$ cat src/rtl/step_pulse_gen.sv
// step_pulse_gen: turns a step period, a direction request and a run flag into
// the drv_step/drv_dir pair of a stepper driver. The step-high width is fixed,
// the direction is set up before any step that follows a reversal, and period
// changes take effect only at the next step rise.
// Optional feature: define STEP_POS_EN to build the signed step position counter.
module step_pulse_gen #(
  parameter int WIDTH_WORK = 16,
  parameter int PULSE_W    = 100,
  parameter int DIR_SETUP  = 250,
  parameter int MIN_PERIOD = 400,
  parameter int POS_W      = 24
) (
  input  logic                    clk,
  input  logic                    rst,
  input  logic [WIDTH_WORK:0]     period,
  input  logic                    period_valid,
  input  logic                    run,
  input  logic                    dir_req,
  input  logic                    pos_clr,
  output logic                    drv_step,
  output logic                    drv_dir,
  output logic                    step_strobe,
  output logic                    busy,
  output logic signed [POS_W-1:0] pos
);

  localparam int CW = WIDTH_WORK + 1;
  // Counters are loaded with (length - 1) on state entry and the state exits
  // on the edge that sees zero, so each state lasts exactly its length.
  localparam logic [WIDTH_WORK:0] HIGH_RELOAD  = CW'(PULSE_W - 1);
  localparam logic [WIDTH_WORK:0] SETUP_RELOAD = CW'(DIR_SETUP - 1);
  localparam logic [WIDTH_WORK:0] LOW_OFFSET   = CW'(PULSE_W + 1);
  localparam logic [WIDTH_WORK:0] MIN_PER      = CW'(MIN_PERIOD);
  localparam logic [WIDTH_WORK:0] CNT_ONE      = CW'(1);

  typedef enum logic [1:0] {
    S_IDLE      = 2'd0,
    S_DIR_SETUP = 2'd1,
    S_STEP_HIGH = 2'd2,
    S_STEP_LOW  = 2'd3
  } state_t;

  state_t              state_q, state_d;
  logic [WIDTH_WORK:0] cnt_q, cnt_d;
  logic [WIDTH_WORK:0] per_sh_q, per_sh_d;
  logic [WIDTH_WORK:0] per_act_q, per_act_d;
  logic [WIDTH_WORK:0] per_eff;
  logic                drv_dir_q, drv_dir_d;
  logic                drv_step_q, drv_step_d;
  logic                step_strobe_q, step_strobe_d;
  logic                busy_q, busy_d;
  logic                cnt_zero;
  logic                want_step;
  logic                reversal;

  assign per_eff   = (per_act_q < MIN_PER) ? MIN_PER : per_act_q;
  assign cnt_zero  = (cnt_q == '0);
  assign want_step = run && (per_sh_q != '0);
  assign reversal  = (dir_req != drv_dir_q);

  // Next state, counter reload, direction update, period capture and the
  // output values that the registers will hold after this edge.
  always_comb begin
    state_d   = state_q;
    cnt_d     = cnt_q;
    drv_dir_d = drv_dir_q;
    per_sh_d  = period_valid ? period : per_sh_q;
    per_act_d = per_act_q;

    case (state_q)
      S_IDLE: begin
        if (want_step && reversal) begin
          drv_dir_d = dir_req;
          state_d   = S_DIR_SETUP;
          cnt_d     = SETUP_RELOAD;
        end else if (want_step) begin
          state_d = S_STEP_HIGH;
          cnt_d   = HIGH_RELOAD;
        end
      end
      S_DIR_SETUP: begin
        if (!cnt_zero) begin
          cnt_d = cnt_q - CNT_ONE;
        end else if (run) begin
          state_d = S_STEP_HIGH;
          cnt_d   = HIGH_RELOAD;
        end else begin
          state_d = S_IDLE;
        end
      end
      S_STEP_HIGH: begin
        // run is deliberately ignored here: a started pulse always completes
        if (!cnt_zero) begin
          cnt_d = cnt_q - CNT_ONE;
        end else begin
          state_d = S_STEP_LOW;
          cnt_d   = per_eff - LOW_OFFSET;
        end
      end
      S_STEP_LOW: begin
        // Step boundary: the only place run, period and direction are honoured
        if (!cnt_zero) begin
          cnt_d = cnt_q - CNT_ONE;
        end else if (!want_step) begin
          state_d = S_IDLE;
        end else if (reversal) begin
          drv_dir_d = dir_req;
          state_d   = S_DIR_SETUP;
          cnt_d     = SETUP_RELOAD;
        end else begin
          state_d = S_STEP_HIGH;
          cnt_d   = HIGH_RELOAD;
        end
      end
      default: begin
        state_d = S_IDLE;
      end
    endcase

    // The period in force for a step is frozen at its rise; a load on the same
    // edge wins because per_sh_d already carries it.
    if ((state_d == S_STEP_HIGH) && (state_q != S_STEP_HIGH)) begin
      per_act_d = per_sh_d;
    end

    drv_step_d    = (state_d == S_STEP_HIGH);
    step_strobe_d = (state_d == S_STEP_HIGH) && (state_q != S_STEP_HIGH);
    busy_d        = (state_d != S_IDLE);
  end

  // State, counter, period and registered-output flops
  always_ff @(posedge clk or negedge rst) begin
    if (!rst) begin
      state_q       <= S_IDLE;
      cnt_q         <= '0;
      per_sh_q      <= '0;
      per_act_q     <= '0;
      drv_dir_q     <= 1'b0;
      drv_step_q    <= 1'b0;
      step_strobe_q <= 1'b0;
      busy_q        <= 1'b0;
    end else begin
      state_q       <= state_d;
      cnt_q         <= cnt_d;
      per_sh_q      <= per_sh_d;
      per_act_q     <= per_act_d;
      drv_dir_q     <= drv_dir_d;
      drv_step_q    <= drv_step_d;
      step_strobe_q <= step_strobe_d;
      busy_q        <= busy_d;
    end
  end

  assign drv_step    = drv_step_q;
  assign drv_dir     = drv_dir_q;
  assign step_strobe = step_strobe_q;
  assign busy        = busy_q;

`ifdef STEP_POS_EN
  logic signed [POS_W-1:0] pos_q, pos_d;

  // Count each emitted step in the direction it was taken; clear has priority
  always_comb begin
    pos_d = pos_q;
    if (pos_clr) begin
      pos_d = '0;
    end else if (step_strobe_q) begin
      pos_d = drv_dir_q ? (pos_q + POS_W'(1)) : (pos_q - POS_W'(1));
    end
  end

  // Position register
  always_ff @(posedge clk or negedge rst) begin
    if (!rst) begin
      pos_q <= '0;
    end else begin
      pos_q <= pos_d;
    end
  end

  assign pos = pos_q;
`else
  logic unused_pos_clr;
  assign unused_pos_clr = pos_clr;
  assign pos            = '0;
`endif

endmodule

$ cat config.mk
export PLATFORM = sky130hd
export DESIGN_NAME = step_pulse_gen
export DESIGN_NICKNAME = d
export VERILOG_FILES = /design/src/rtl/step_pulse_gen.sv
export SDC_FILE = /design/constraint.sdc
export NUM_CORES = 1
export LEC_CHECK = 0
export CORE_UTILIZATION = 30
export DETAILED_ROUTE_END_ITERATION = 16
export PLACE_DENSITY = 0.53
export SETUP_SLACK_MARGIN = 0.05
export SLEW_MARGIN = 20
export SYNTH_ARGS = -nofsm -noshare
export SYNTH_HDL_FRONTEND = slang
export SYNTH_SLANG_ARGS = --single-unit
$ cat constraint.sdc
create_clock -name clk -period 3.2 [get_ports clk]
set_input_delay 0.64 -clock clk [delete_from_list [all_inputs] [get_ports clk]]
set_output_delay 0.64 -clock clk [all_outputs]
set_load 0.05 [all_outputs]
==> impl_metrics.ini <==
[run_status]
status = finished, final reports clean

[clock_tree]
clk_path_buf_depth = 2
cts_resized = 0
clkSlewWorstSetupHoldPaths_ps = 50
numClockSinks = 57
clock_latency_ps = 330
htree_levels = 3
cts_root_buf = clkbuf_16
post_cts_buffers = 0
cts_tree = yes
cts_buffers = 9
postCtsHoldBufs = 0

[route]
post_drt_wl_per_cell_um = 14.9
drc = 0
ant_nets = 0
routed_wl_um = 7760
dr.max_layer_used = met4
first_pass_iters = 5
vias_per_cell = 5.15
drt-met1-wl_um = 3680
drtIter0Drc = 190
vias = 2679
wl_met3_um = 397
wl_met2_um = 3510

[setup_path]
crit_path_start_kind = flip-flop
crit_buf_inv = 3
path_class = reg -> reg
cpMostUsedCell = buf_4
r2r_end = cnt_q[15]
crit_chain = inv_1 > ha_1 > or4b_1 > buf_4 > nor4_1 > buf_4 > nand3_1 > o21ai_0 > or4_1 > o211ai_1
worst_path_max_delay_cell = or4b_1
rr_worst_depth = 10
cp_max_fo = 6
end_kind = flip-flop
rrSetupSlack_ps = 370
critPathArrivalTime_ps = 3030
reg2reg_from = cnt_q[0]
cp_slowest_stage_delay_ps = 500
path_delay_family = simple AND/OR/NAND/NOR gates
worst_ep_required_time_ps = 3400

[synthesis]
synthCells = 341
netlist.area_leader.share = 0.420
synthTopCellsByArea = dfrtp_1 (42%), mux2_2 (9.0%), buf_4 (5.5%), o21ai_0 (3.5%), mux2_4 (3.5%)
synth.distinct_cells = 65
synth.largest_area_cell = dfrtp_1
synth_edf_count = 0
avgSynthCellArea_um2 = 9.96
ys.flop_type = dfrtp_1
synth-seq-cells = 57
async_flop_share = 1.00
yosysWarnings = 0
synth_area_mm2 = 0.00340
seq_area_frac_synth = 0.420

[hold_path]
hold_path.class = in -> async

[die]
ios = 51
die_h_um = 108
die_area_mm2 = 0.0118
fp.coreArea_mm2 = 0.0109
rows = 38
die_w_um = 108
start_util = 0.311

[final_layout]
fill_cells = 1128
drive_gt1_frac = 0.195
nNetsFinal = 400
syn_to_final_growth_pct = 18.6
final_cell_mix = dfrtp_1 (57), nor2_1 (28), mux2_2 (27)
antenna_cells = 0
mostFrequentLayoutCell = dfrtp_1

[global_route]
grt_first_pass_wirelength_um = 13200
grtUsageTotal = 0.148
grt_pass1_vias = 2526
grt_max_degree = 37
overflow = 0
grt_antenna_before_repair = 0

[timing]
holdWs_ps = 433
finalCritPeriodShare = 0.885
finalHoldViolations = 0
min_period_ps = 2830
rsz0062_at_grt = no
finalSetupViolCount = 0
skew_ps = 8.39
tightest_slew_ps = 869
max_slew_margin = 0.421
slew_violations = 0
setup_tns_ps = 0
fmax_mhz = 353

[placed_design]
portBuffers = 25
hpwl_um = 5750
gp_congestion = 0.814

[job]
cap_violations = 0

[power_and_ir_drop]
power_density_mw_per_mm2 = 447
ir_drop_mv = 0.202
leakagePower_nw = 1.65
## worst max path at each step
stage	cells after the start	slack [ps]	end	from
after floorplan	10	680	per_act_q[10]	cnt_q[0]
after CTS	10	340	cnt_q[15]	cnt_q[0]
after global routing	10	140	cnt_q[6]	per_act_q[5]
after detailed placement	10	400	cnt_q[15]	cnt_q[0]
after global placement	9	450	cnt_q[15]	cnt_q[0]
final	10	370	cnt_q[15]	cnt_q[0]
## flip-flops by register name, summed over array words and instances (netlist names)
signal	count
busy	1
state_q	2
cnt_q	17
per_sh_q	17
step_strobe	1
per_act_q	17
drv_step	1
drv_dir	1
## power by group
| part | switching, mW | internal, mW |
|---|---|---|
| clock network | 0.332 | 0.560 |
| registers | 0.0123 | 0.744 |
| logic | 0.103 | 0.0479 |
## Yosys cell counts (3+ instances only)
master    count
inv_1         7
a31oi_1       4
nand2_1      21
a21oi_1      16
buf_4        25
nor4_1        6
mux2_4        8
or3_1         3
nor3_1       11
o21ai_0      24
mux2_2       27
o21ai_1       4
or4_1         8
xnor2_1       9
nand3_1      10
buf_6         3
nand2b_1      3
dfrtp_1      57
o211ai_1      6
nand3b_1      3
nor2_1       28
clkbuf_1      5
## metal layers
metal | vias up | global-route usage
li1 | 1276 | -
met1 | 1293 | 0.202
met2 | 95 | 0.227
met3 | 15 | 0.0253
met4 | 0 | 0.0695
met5 | - | 0
## worst reg2reg max path: cells and delay by family, from the launching register on
kind	cells	cell delay, ps
buffers and inverters	3	470
flip-flops	1	420
AND/OR/NAND/NOR	4	1120
adder cells (fa/ha/maj)	1	220
AO/OA/AOI/OAI	2	460
## area by class of cell
cell class | count | area (um2) | area share
clock buffer | 11 | 253 | 0.0628
clock inverter | 5 | 30.0 | 0.00746
inverter | 8 | 30.0 | 0.00746
multi-input combinational | 263 | 1770 | 0.440
sequential | 57 | 1430 | 0.354
tap | 140 | 175 | 0.0435
timing repair buffer | 36 | 340 | 0.0845
## stage by stage
stage          worst slack (ps)   util  std cells  total power [mW]  cell area [um2]
6_report                    368  0.368        520              1.80             4030
5_1_grt                     140  0.368        520              1.87             4030
4_1_cts                     344  0.368        520              1.83             4030
3_5_place_dp                396  0.342        504             0.921             3740
3_3_place_gp                452  0.342        504             0.919             3740
2_1_floorplan               677      -        364             0.888             3480
## kinds of logic (layout without fill, tap and decap cells)
logic type | after synthesis | count (layout) | share of synthesized area
AO/OA/AOI/OAI | 79 | 79 | 0.155
XOR/XNOR | 11 | 11 | 0.0284
adder cells (fa/ha/maj) | 2 | 2 | 0.00737
buffers and inverters | 44 | 60 | 0.0836
flip-flops | 57 | 57 | 0.420
multiplexers | 35 | 35 | 0.125
other | 1 | 24 | 0.00110
AND/OR/NAND/NOR | 112 | 112 | 0.180
(Power assumes the default switching activity.)
